File: src/rtl/tri_colour_led_pwm_pkg.sv
// Shared encodings for the tri-colour LED PWM stage:
// LED_CTRL field layout, effect modes and effect states.
package tri_colour_led_pwm_pkg;

  localparam int COLOUR_LSB = 0;
  localparam int LEVEL_LSB  = 3;
  localparam int MODE_LSB   = 6;

  typedef enum logic [1:0] {
    MODE_STEADY  = 2'd0,
    MODE_SLOW    = 2'd1,
    MODE_FAST    = 2'd2,
    MODE_BREATHE = 2'd3
  } mode_e;

  typedef enum logic [2:0] {
    ST_STEADY       = 3'd0,
    ST_BLINK_ON     = 3'd1,
    ST_BLINK_OFF    = 3'd2,
    ST_BREATHE_UP   = 3'd3,
    ST_BREATHE_DOWN = 3'd4
  } state_e;

  typedef struct packed {
    mode_e      mode;
    logic [2:0] level;
    logic [2:0] colour;
  } led_ctrl_t;

  function automatic int max3(
    input int a,
    input int b,
    input int c
  );
    int m;
    m = (a > b) ? a : b;
    return (m > c) ? m : c;
  endfunction

endpackage

File: src/rtl/tri_colour_led_pwm_tick_gen.sv
// Prescaler and 3-bit PWM counter for the LED stage.
// Ports: CLK, RESET (sync, high) in; tick, pwm_cnt[2:0], period_wrap out.
module led_pwm_tick_gen #(
  parameter int PRESCALE = 100
) (
  input  logic       CLK,
  input  logic       RESET,
  output logic       tick,
  output logic [2:0] pwm_cnt,
  output logic       period_wrap
);

  localparam int PW = (PRESCALE > 1) ? $clog2(PRESCALE) : 1;
  localparam logic [PW-1:0] PRE_LAST = PW'(PRESCALE - 1);

  logic [PW-1:0] pre_q;

  assign tick        = (pre_q == PRE_LAST);
  assign period_wrap = tick && (pwm_cnt == 3'd7);

  always_ff @(posedge CLK) begin
    if (RESET) begin
      pre_q   <= '0;
      pwm_cnt <= '0;
    end else if (tick) begin
      pre_q   <= '0;
      pwm_cnt <= pwm_cnt + 3'd1;
    end else begin
      pre_q   <= pre_q + PW'(1);
    end
  end

endmodule

File: src/rtl/tri_colour_led_pwm.sv
// PWM-dimmed RGB LED driver with steady/blink/breathe effects.
// Ports: CLK, RESET (sync, high), LED_CTRL[7:0] in;
//        RGB_PWM[2:0] (registered), PERIOD_STROBE out.
import tri_colour_led_pwm_pkg::*;

module tri_colour_led_pwm #(
  parameter int PRESCALE     = 100,
  parameter int BLINK_SLOW   = 62500,
  parameter int BLINK_FAST   = 15625,
  parameter int BREATHE_STEP = 7812
) (
  input  logic       CLK,
  input  logic       RESET,
  input  logic [7:0] LED_CTRL,
  output logic [2:0] RGB_PWM,
  output logic       PERIOD_STROBE
);

  localparam int PH_MAX =
    max3(BLINK_SLOW, BLINK_FAST, BREATHE_STEP);
  localparam int PW = $clog2(PH_MAX + 1);

  localparam logic [PW-1:0] N_SLOW = PW'(BLINK_SLOW);
  localparam logic [PW-1:0] N_FAST = PW'(BLINK_FAST);
  localparam logic [PW-1:0] N_STEP = PW'(BREATHE_STEP);

  logic       tick;
  logic       period_wrap;
  logic       boundary;
  logic [2:0] pwm_cnt;

  led_pwm_tick_gen #(
    .PRESCALE (PRESCALE)
  ) u_tick (
    .CLK         (CLK),
    .RESET       (RESET),
    .tick        (tick),
    .pwm_cnt     (pwm_cnt),
    .period_wrap (period_wrap)
  );

  assign boundary      = tick & period_wrap;
  assign PERIOD_STROBE = boundary;

  led_ctrl_t     ctrl_q, ctrl_d, new_c;
  state_e        state_q, state_d;
  logic [2:0]    ramp_q, ramp_d;
  logic [PW-1:0] phase_q, phase_d;
  logic [PW-1:0] ph_inc;
  logic [PW-1:0] blink_n;
  logic [2:0]    rgb_d;
  logic [2:0]    eff_level;
  logic          phase_en;
  logic          breathing;

  assign new_c = '{
    mode:   mode_e'(LED_CTRL[MODE_LSB +: 2]),
    level:  LED_CTRL[LEVEL_LSB +: 3],
    colour: LED_CTRL[COLOUR_LSB +: 3]
  };

  assign ph_inc  = phase_q + PW'(1);
  assign blink_n = (ctrl_q.mode == MODE_FAST) ? N_FAST : N_SLOW;

  always_comb begin
    ctrl_d  = ctrl_q;
    state_d = state_q;
    ramp_d  = ramp_q;
    phase_d = phase_q;
    if (boundary) begin
      ctrl_d = new_c;
      if (new_c.mode != ctrl_q.mode) begin
        phase_d = '0;
        ramp_d  = '0;
        unique case (1'b1)
          new_c.mode == MODE_STEADY:
            state_d = ST_STEADY;
          new_c.mode == MODE_BREATHE:
            state_d = ST_BREATHE_UP;
          default:
            state_d = ST_BLINK_ON;
        endcase
      end else begin
        unique case (state_q)
          ST_BLINK_ON, ST_BLINK_OFF: begin
            phase_d = ph_inc;
            if (ph_inc == blink_n) begin
              phase_d = '0;
              state_d = (state_q == ST_BLINK_ON)
                      ? ST_BLINK_OFF : ST_BLINK_ON;
            end
          end
          ST_BREATHE_UP, ST_BREATHE_DOWN: begin
            // A lowered brightness pulls the ramp down at once
            if (new_c.level < ramp_q) begin
              ramp_d  = new_c.level;
              state_d = ST_BREATHE_DOWN;
              phase_d = '0;
            end else begin
              phase_d = ph_inc;
              if (ph_inc == N_STEP) begin
                phase_d = '0;
                if (state_q == ST_BREATHE_UP) begin
                  if (ramp_q != new_c.level) begin
                    ramp_d = ramp_q + 3'd1;
                  end else if (new_c.level != 3'd0) begin
                    state_d = ST_BREATHE_DOWN;
                    ramp_d  = ramp_q - 3'd1;
                  end
                end else if (ramp_q != 3'd0) begin
                  ramp_d = ramp_q - 3'd1;
                end else begin
                  state_d = ST_BREATHE_UP;
                  if (new_c.level != 3'd0) begin
                    ramp_d = 3'd1;
                  end
                end
              end
            end
          end
          default: ;
        endcase
      end
    end
  end

  assign breathing = (state_q == ST_BREATHE_UP) ||
                     (state_q == ST_BREATHE_DOWN);
  assign eff_level = breathing ? ramp_q : ctrl_q.level;
  assign phase_en  = (state_q != ST_BLINK_OFF);
  assign rgb_d     = ctrl_q.colour &
                     {3{phase_en && (pwm_cnt <= eff_level)}};

  always_ff @(posedge CLK) begin
    if (RESET) begin
      ctrl_q  <= '0;
      state_q <= ST_STEADY;
      ramp_q  <= '0;
      phase_q <= '0;
      RGB_PWM <= '0;
    end else begin
      ctrl_q  <= ctrl_d;
      state_q <= state_d;
      ramp_q  <= ramp_d;
      phase_q <= phase_d;
      RGB_PWM <= rgb_d;
    end
  end

endmodule

File: config.mk
export PLATFORM = sky130hd
export DESIGN_NAME = tri_colour_led_pwm
export DESIGN_NICKNAME = d
export VERILOG_FILES = /design/src/rtl/tri_colour_led_pwm_pkg.sv /design/src/rtl/tri_colour_led_pwm_tick_gen.sv /design/src/rtl/tri_colour_led_pwm.sv
export SDC_FILE = /design/constraint.sdc
export NUM_CORES = 1
export LEC_CHECK = 0
export BUFFER_PORTS_ARGS = -buffer_cell sky130_fd_sc_hd__buf_2
export CORE_AREA = 2 2 74 76
export DETAILED_ROUTE_END_ITERATION = 7
export DIE_AREA = 0 0 76 78
export GPL_ROUTABILITY_DRIVEN = 0
export MAX_ROUTING_LAYER = met4
export PLACE_DENSITY = 0.76
export SYNTH_ARGS = -nofsm -noshare
export SYNTH_HDL_FRONTEND = slang
export SYNTH_SLANG_ARGS = --single-unit
File: constraint.sdc
create_clock -name CLK -period 4.2 [get_ports CLK]
set_input_delay 0.63 -clock CLK [delete_from_list [all_inputs] [get_ports CLK]]
set_output_delay 0.63 -clock CLK [all_outputs]
set_load 0.01 [all_outputs]
### After elaboration in Yosys (flattened, before gate mapping)

Cells that the tools add are included.

| operators by class | value |
|---|---|
| add/sub/neg operators | 5 |
| order comparisons | 2 |
| equality and inequality tests | 19 |
| mux-type cells | 27 |
| bitwise operators | 2 |
| reduce and logical (&&, ||, !) cells | 16 |

Operator list:

| operator | number |
|---|---|
| 16-bit 2-to-1 mux | 5 |
| 3-bit 2-to-1 mux | 18 |
| 16-bit one-hot mux with 2 select lines | 1 |
| 16-bit by 1-bit adder with 16-bit output (second input constant) | 1 |
| 16-bit by 13-bit equality test with 1-bit output (second input constant) | 1 |
| 16-bit equality test | 1 |
| 5-bit != test (second input constant) | 3 |
| 3-bit nonzero test | 4 |
| 7-bit by 1-bit adder with 7-bit output (second input constant) | 1 |
| 7-bit equality test (second input constant) | 1 |
| 7-bit AND reduction | 1 |
| 3-bit by 1-bit adder with 3-bit output (second input constant) | 2 |
| 3-bit by 2-bit equality test with 1-bit output (second input constant) | 2 |
| 3-bit equality test (second input constant) | 2 |
| 3-bit one-hot mux with 2 select lines | 1 |
| 2-bit OR reduction | 3 |
| 5-bit by 3-bit != test with 1-bit output (second input constant) | 1 |
| 5-bit AND reduction | 1 |
| 5-bit nonzero test | 1 |
| 2-bit equality test (second input constant) | 2 |
| 4-bit != test (second input constant) | 1 |
| 2-bit one-hot mux with 2 select lines | 1 |
| 3-bit bitwise AND | 1 |
| 3-bit by 1-bit equality test with 1-bit output (second input constant) | 1 |
| other kinds (14) | 15 |

| storage, ports and cells | value |
|---|---|
| bits in registers | 43 |
| output and inout bits | 4 |

### Depth between registers and ports, before layout

Gate-level depths: netlist (run 1).

| logic depth | value |
|---|---|
| depth after elaboration | 8 |
| mapped depth | 13 |

### By module

A second synthesis (run 1) with hierarchy kept.

| second synthesis, totals | value |
|---|---|
| cells, all modules | 363 |
| area, all modules | 2920.3 um^2 |

Modules (own cells, without submodules):

| module | instances | cells an instance | area an instance (um^2) |
|---|---|---|---|
| tri_colour_led_pwm | 1 | 318 | 2458.6 |
| led_pwm_tick_gen | 1 | 45 | 461.7 |

### Least setup slack after synthesis (run 1)

OpenSTA, ideal clock, no wires.

| timing | value |
|---|---|
| path kind | register to register |
| start | register phase_q[1] |
| end | register state_q[0] |
| library setup time | 0.123 ns |
| data arrival time | 2.271 ns |
| setup slack | 1.806 ns |
| stages on the path, launching flop included | 10 |
| buffers on the path | 0 |
| path through | dfxtp_1 ha_1 and2b_2 nor2_1 o21a_1 or4_4 nor4_4 o21a_1 o21ai_2 mux2_1 |

| on the way | value |
|---|---|
| cells in the longest elaborated chain, start to end | 4 |

Ends and longest elaborated chain:

| element | RTL line | RTL |
|---|---|---|
| start, declared | tri_colour_led_pwm.sv:48 | `logic [PW-1:0] phase_q, phase_d;` |
| start signal, assigned | tri_colour_led_pwm.sv:145 | `phase_q <= phase_d;` |
| 16-bit by 1-bit adder with 16-bit output * | tri_colour_led_pwm.sv:62 | `assign ph_inc = phase_q + PW'(1);` |
| 16-bit by 13-bit equality test with 1-bit output / 16-bit equality test (equally long branches) | tri_colour_led_pwm.sv:101, tri_colour_led_pwm.sv:87 |  |
| 4-bit != test (no line) / 3-bit != test (equally long branches) | - |  |
| 7-bit AND reduction (no line) * | - |  |
| end signal, assigned | tri_colour_led_pwm.sv:143 | `state_q <= state_d;` |
| end, declared | tri_colour_led_pwm.sv:46 | `state_e state_q, state_d;` |

Mark *: on every way between the ends. The rest lies on a longest branch, timed or not.
A chain may end at the register's enable or synchronous reset.

### Worst setup path in the final report (run 1)

| timing | value |
|---|---|
| start | register phase_q[0] |
| end | register phase_q[12] |

| on the way | value |
|---|---|
| cells in the longest elaborated chain, start to end | 6 |

Ends and longest elaborated chain:

| element | RTL line | RTL |
|---|---|---|
| 16-bit by 1-bit adder with 16-bit output * | tri_colour_led_pwm.sv:62 |  |
| 16-bit by 13-bit equality test with 1-bit output | tri_colour_led_pwm.sv:101 | `if (ph_inc == N_STEP) begin` |
| 16-bit 2-to-1 mux | tri_colour_led_pwm.sv:101 |  |
| 16-bit 2-to-1 mux | tri_colour_led_pwm.sv:95 | `if (new_c.level < ramp_q) begin` |
| 16-bit one-hot mux with 2 select lines * | tri_colour_led_pwm.sv:84 | `unique case (state_q)` |
| 16-bit 2-to-1 mux * | tri_colour_led_pwm.sv:72 | `if (new_c.mode != ctrl_q.mode) begin` |

Marked as above.

==> results.txt, run 1 <==
# hold bufs at CTS: 0
Slew @ Worst Pin: 0.938 ns
Post-CTS setup buffer count: 0
Die H: 78 um
Critical-path cell list: ha_1 > and3_1 > nand2b_1 > nor2_1 > xor2_2 > nor4_2 > nor3_4 > o211ai_1 > a31oi_1
Sequential cell area: 861 sq um
Clk_lat worst skew: 0.30 ns
Final period util: 0.707
Global-route usage over all layers: 0.222
First-pass GRT wire length: 10.6 mm
Clock sinks: 43
Synth area leader: dfxtp_1
Routed Antenna Nets: 0
Cells after synthesis: 353
Max stage delay on crit path: 0.80 ns
Worst-path clk slew: 0.09 ns
Multi-input gate area: 1950 sq um
NumNets Final: 381
Yosys reg bits: 43
Worst hold path type: reg -> reg
Antenna cell count: 0
Global route overflow: 0
Post-synthesis sequential area ratio: 0.290
CP arrival: 3.20 ns
CP max FO: 18
Cts repair resizes: 0
Min cycle time layout: 2.97 ns
Layout Utilization: 0.622
Rel. slew slack: 0.372
Critical Path RT: 4.43 ns
Most used flip-flop cell after synthesis: dfxtp_1
Final Max Tran Viols: 0
Worst setup EP type: register
H-tree levels: 2
Vias per inst: 5.78
Final setup vio count: 0
1st-iter DRT viols: 93
Drt wl/cell: 14.5 um
Io pins: 14
FP Rows: 26
Antenna violations before repair: 0
Area delta synth->final: 5.82%
CTS Buffer Depth: 2
Worst vdd ir: 200 uV
Mapped Area: 2970 sq um
I/O Buffers: 13
Share of layout cells above drive strength 1: 0.196
Hold Vio Cnt, Final: 0
Syn Area/Cell: 8.40 sq um
Vias in the first global route: 2356
CP Class: reg -> reg
Drt pass-1 iters: 4
Initial core utilization: 0.588
Most frequent cell after synthesis: nand2_1
Pleak: 1.18 nW
Post-synth top cells: nand2_1 (44), dfxtp_1 (43), nor2_1 (34), a21oi_1 (26), ha_1 (14)
Maxcap violations: 0
Main area contributors after synthesis: dfxtp_1 (29%), ha_1 (5.9%), nand2_1 (5.6%)
CP max stage cell: nor3_4
Die ar.: 5930 sq um
EDFF count, synth: 0
RSZ-0062 raised after global routing: no
Placed cell areas: 3020 sq um
Largest net degree at the start of global routing: 38
HPWL Detailed: 4.43 mm
Pwr/cell area: 253 nW/um^2
Core area: 5040 sq um
CTS tree: built
Async S/R FF share, synth: 0
Final WL: 6.23 mm
Synth cell types: 65
Yosys Warn Count: 0
Outcome: finished, final reports clean
Fmax: 337 MHz
Share of the synthesized area in the top cell type: 0.290
Die width: 76 um
Worst Clk Skew: 0.00871 ns
Final instance area: 3140 sq um
Mapped Nets: 377
DR vias: 2472
Setup TNS: 0 ns
Setup crit start kind: register
DRC Markers: 0
Fill cell count: 464
Root buffer cell: clkbuf_8
TritonCTS Buffers: 5
## final timing paths
check                   from              end  slack [ns]  cells past startpoint
min          u_tick.pre_q[0]  u_tick.pre_q[0]        0.45                      1
max               phase_q[0]      phase_q[12]        1.23                      9
max reg2reg       phase_q[0]      phase_q[12]        1.23                      9
min reg2reg  u_tick.pre_q[0]  u_tick.pre_q[0]        0.45                      1
## through the flow
stage,power (mW),cells,setup WS [ns],hold slack (ns)
2_1_floorplan,0.454,353,1.81,0.413
3_3_place_gp,0.464,420,1.40,0.422
3_5_place_dp,0.465,420,1.26,0.436
4_1_cts,0.800,428,1.23,0.451
5_1_grt,0.820,428,0.977,0.483
6_report,0.793,428,1.23,0.449
## flip-flops by register name, summed over array words and instances, names as in the netlist
register	count
u_tick.pwm_cnt	3
phase_q	16
u_tick.pre_q	7
state_q	3
ctrl_q	8
ramp_q	3
RGB_PWM	3
## placed cells by master, fill, tap and decap left out, types with 11 or more instances in the layout
master / netlist / final
ha_1: 14 / 14
xnor2_1: 12 / 12
a21oi_1: 26 / 26
nor2_1: 34 / 34
a21oi_2: 11 / 11
inv_1: 12 / 12
dfxtp_1: 43 / 43
and2_1: 11 / 11
nand3_1: 12 / 12
nand2_1: 44 / 44
nor3_1: 11 / 11
buf_2: 2 / 13
## power breakdown
group / leakage, nW / internal [mW] / switching [mW]
clock network: 0.0587 / 0.180 / 0.158
registers: 0.347 / 0.410 / 0.00176
logic: 0.772 / 0.0133 / 0.0302
## worst max-delay path, delay by kind of cell, from the launching register on
| family | cells | cell delay [ns] |
|---|---|---|
| AND/OR/NAND/NOR | 5 | 1.43 |
| flip-flops | 1 | 0.49 |
| AO/OA/AOI/OAI | 2 | 0.41 |
| adder cells (fa/ha/maj) | 1 | 0.26 |
| XOR/XNOR | 1 | 0.29 |
## cells by family (layout without fill, tap and decap cells)
| logic type | count (synthesis) | after routing | synth area share |
|---|---|---|---|
| buffers and inverters | 30 | 35 | 0.0527 |
| xor gates and xnor gates | 20 | 20 | 0.0667 |
| muxes | 3 | 3 | 0.0110 |
| AOI/OAI and AO/OA | 83 | 83 | 0.212 |
| adders and majority gates | 14 | 14 | 0.0591 |
| DFF | 43 | 43 | 0.290 |
| and+or+nand+nor | 160 | 160 | 0.308 |
## layer usage
metal | up-vias | GRT usage | wire (um)
met1 | 1174 | 0.257 | 2850
met3 | 9 | 0.0360 | 158
met2 | 39 | 0.399 | 3140
met4 | 0 | 0.0636 | 72
li1 | 1250 | - | -
met5 | - | - | 0
## layout make-up
type | instances | share of cell area
Clock buffer | 5 | 0.0219
Clock inverter | 3 | 0.0152
Inverter | 12 | 0.0144
Multi-Input combinational cell | 280 | 0.621
Sequential cell | 43 | 0.274
Tap cell | 70 | 0.0279
Timing Repair Buffer | 15 | 0.0255
(Power assumes the default switching activity.)
==> run 2: changes to the inputs <==
--- a/config.mk
+++ b/config.mk
@@ -6,12 +6,12 @@
 export NUM_CORES = 1
 export LEC_CHECK = 0
 export BUFFER_PORTS_ARGS = -buffer_cell sky130_fd_sc_hd__buf_2
-export CORE_AREA = 2 2 74 76
+export CORE_AREA = 2 2 76 78
 export DETAILED_ROUTE_END_ITERATION = 7
-export DIE_AREA = 0 0 76 78
+export DIE_AREA = 0 0 78 80
 export GPL_ROUTABILITY_DRIVEN = 0
 export MAX_ROUTING_LAYER = met4
-export PLACE_DENSITY = 0.76
+export PLACE_DENSITY = 0.75
 export SYNTH_ARGS = -nofsm -noshare
 export SYNTH_HDL_FRONTEND = slang
 export SYNTH_SLANG_ARGS = --single-unit
==> constraint.sdc (replaced) <==
create_clock -name CLK -period 2.7 [get_ports CLK]
set_input_delay 0.405 -clock CLK [delete_from_list [all_inputs] [get_ports CLK]]
set_output_delay 0.405 -clock CLK [all_outputs]
set_load 0.01 [all_outputs]
==> run 2 against run 1 <==
  * Design area is 5.9% higher
  * Flip-flop and latch count stayed put
  * Worst hold slack worse by 0.12 ns
  * Routed wire length up 4.9%
  * Maximum frequency increased by 14%
  * Clock power increased by 55%
  * Setup slack got worse by 1.1 ns
  * Cell count increased by 5.4%
==> results.txt, run 2 (synthesis gave the netlist of run 1 again) <==
WP buf/inv: 0 (unchanged)
Hold Vio Cnt, Final: 0 (unchanged)
Antenna cell count: 0 (unchanged)
First-pass GRT wire length: 11.2 mm (+5.0%)
Io pins: 14 (unchanged)
Fmax: 385 MHz (+14%)
Clock sinks: 43 (unchanged)
Most common cell after layout, fill and taps aside: nand2_1
TritonCTS Buffers: 5 (unchanged)
DR vias: 2547 (+3.0%)
CP Class: reg -> reg
Max stage delay on crit path: 0.53 ns (-0.27 ns)
Top flop regs: phase_q: 16 flops, ctrl_q: 8 flops, u_tick.pre_q: 7 flops
P_sw: 298 uW (+57%)
Rel. slew slack: 0.637 (+0.265)
RSZ-0062 raised after global routing: no
Global route overflow: 0 (unchanged)
Core area: 5410 sq um (+7.2%)
CP max stage cell: or4_4
Routed Antenna Nets: 0 (unchanged)
NumNets Final: 402 (+5.5%)
Total chip power: 1.24 mW (+57%)
Global-route usage over all layers: 0.230 (+0.00781)
Min cycle time layout: 2.60 ns (-0.371 ns)
Dpl ws: 0.0603 ns (-1.20 ns)
Antenna violations before repair: 0 (unchanged)
CTS Buffer Depth: 2 (unchanged)
Drt wl/cell: 14.5 um (-0.47%)
Worst vdd ir: 358 uV (+79%)
Pwr/cell area: 374 nW/um^2 (+48%)
Combinational cell fraction of total power: 0.063 (+0.008)
Area delta synth->final: 12.1%
Largest Register: phase_q
Critical-path cell list: ha_1 > and2b_2 > nor2_1 > o21a_1 > or4_4 > nor4_4 > o21a_1 > o21ai_2 > mux2_1
Final setup vio count: 0 (unchanged)
Worst hold path type: in -> reg
CTS tree: built
Setup TNS: 0 ns (unchanged)
Final period util: 0.963 (+0.255)
Worst-path clk slew: 0.09 ns (about the same)
Worst Clk Skew: 0.00558 ns (-0.00313 ns)
CP arrival: 2.80 ns (-0.40 ns)
DRC Markers: 0 (unchanged)
1st-iter DRT viols: 148 (+59%)
Pleak: 1.29 nW (+9.5%)
Design internal power: 945 uW (+57%)
Largest net degree at the start of global routing: 27 (-29%)
Max reg flops: 16 (unchanged)
Vias per inst: 5.65 (-2.2%)
Switch share: 0.240 (+0.000430)
H-tree levels: 2 (unchanged)
Die width: 78 um (+2.6%)
Clock power frac: 0.422 (-0.004)
Die H: 80 um (+2.6%)
Final WL: 6.53 mm (+4.9%)
Worst setup EP type: register
Share of layout cells above drive strength 1: 0.245 (+0.0499)
CP max FO: 5 (-13)
Slew @ Worst Pin: 0.544 ns (-0.394 ns)
Final Max Tran Viols: 0 (unchanged)
FP Rows: 27 (+3.8%)
Setup crit start kind: register
HPWL Detailed: 4.73 mm (+6.7%)
Leading cell types in the layout, fill and taps excluded: nand2_1 (44), dfxtp_1 (42), nor2_1 (34)
CP delay by family, top: simple AND/OR/NAND/NOR gates
Hold Slack: 0.329 ns (-0.120 ns)
Critical Path RT: 2.90 ns (-1.53 ns)
Drt pass-1 iters: 4 (unchanged)
Most frequent CP cell: o21a_1
Die ar.: 6240 sq um (+5.3%)
Root buffer cell: clkbuf_8
Final instance area: 3320 sq um (+5.9%)
Placed cell areas: 3170 sq um (+5.1%)
Initial core utilization: 0.549 (-0.0395)
Vias in the first global route: 2434 (+3.3%)
Outcome: finished, final reports clean
I/O Buffers: 13 (unchanged)
Maxcap violations: 0 (unchanged)
Sequential Power Share: 0.515 (-0.004)
Clk_lat worst skew: 0.31 ns (about the same)
Worst setup margin: 0.101 ns (-1.13 ns)
==> run 2: cell types whose count changed in the layout (fill, tap and decap cells not counted), sizes merged <==
cell      before  now
clkinvlp       0    1
buf           15   36
clkinv         1    0
==> run 2: layer usage <==
metal | share of wire | track usage | routed length [um]
met1 | 0.45 | 0.263 | 2950
met2 | 0.52 | 0.414 | 3380
met4 | 0.0080 | 0.0544 | 52
met3 | 0.023 | 0.0475 | 147
met5 | 0 | - | 0
==> run 2: repair_timing <==
action / in CTS / in global routing
hold buffers: 0 / 0
gates resized for setup: 0 / 3
setup endpoints to repair: 1 / 21
buffers inserted: 0 / 1
pin swaps: 1 / 1
==> run 2: worst register-to-register path, stage by stage (launching register included) <==
cell     delay, ns
dfxtp_1       0.33
ha_1          0.25
and2b_2       0.27
nor2_1        0.05
o21a_1        0.18
or4_4         0.53
nor4_4        0.26
o21a_1        0.22
o21ai_2       0.10
mux2_1        0.31
==> run 2: layout make-up <==
type | instances | area, sq um
Inverter | 12 | 45.0
Clock inverter | 3 | 46.3
Multi-Input combinational cell | 280 | 1960
Fill cell | 483 | 2080
Sequential cell | 43 | 862
Timing Repair Buffer | 36 | 250
Clock buffer | 5 | 68.8
Tap cell | 72 | 90.1
==> run 2: worst paths after layout <==
| check | from | cells past startpoint | slack, ns | end |
|---|---|---|---|---|
| worst max register to register | phase_q[0] | 9 | 0.10 | state_q[1] |
| worst max-delay path | phase_q[0] | 9 | 0.10 | state_q[1] |
| worst min-delay path | LED_CTRL[2] | 3 | 0.33 | ctrl_q[2] |
| worst min register to register | u_tick.pre_q[0] | 1 | 0.44 | u_tick.pre_q[0] |
==> run 2: stage by stage <==
| stage | instances | utilization |
|---|---|---|
| 3_5_place_dp | 442 | 0.587 |
| 3_3_place_gp | 442 | 0.587 |
| 6_report | 451 | 0.615 |
| 2_1_floorplan | 353 | - |
| 4_1_cts | 450 | 0.609 |
| 5_1_grt | 451 | 0.615 |
==> run 2: power groups by stage <==
stage | Clock (mW) | Combinational, mW | Sequential [mW]
after floorplan | 0 | 0.0517 | 0.654
after global placement | 0 | 0.0721 | 0.655
after detailed placement | 0 | 0.0738 | 0.655
after CTS | 0.533 | 0.0745 | 0.640
after global routing | 0.562 | 0.0881 | 0.641
final | 0.524 | 0.0786 | 0.640
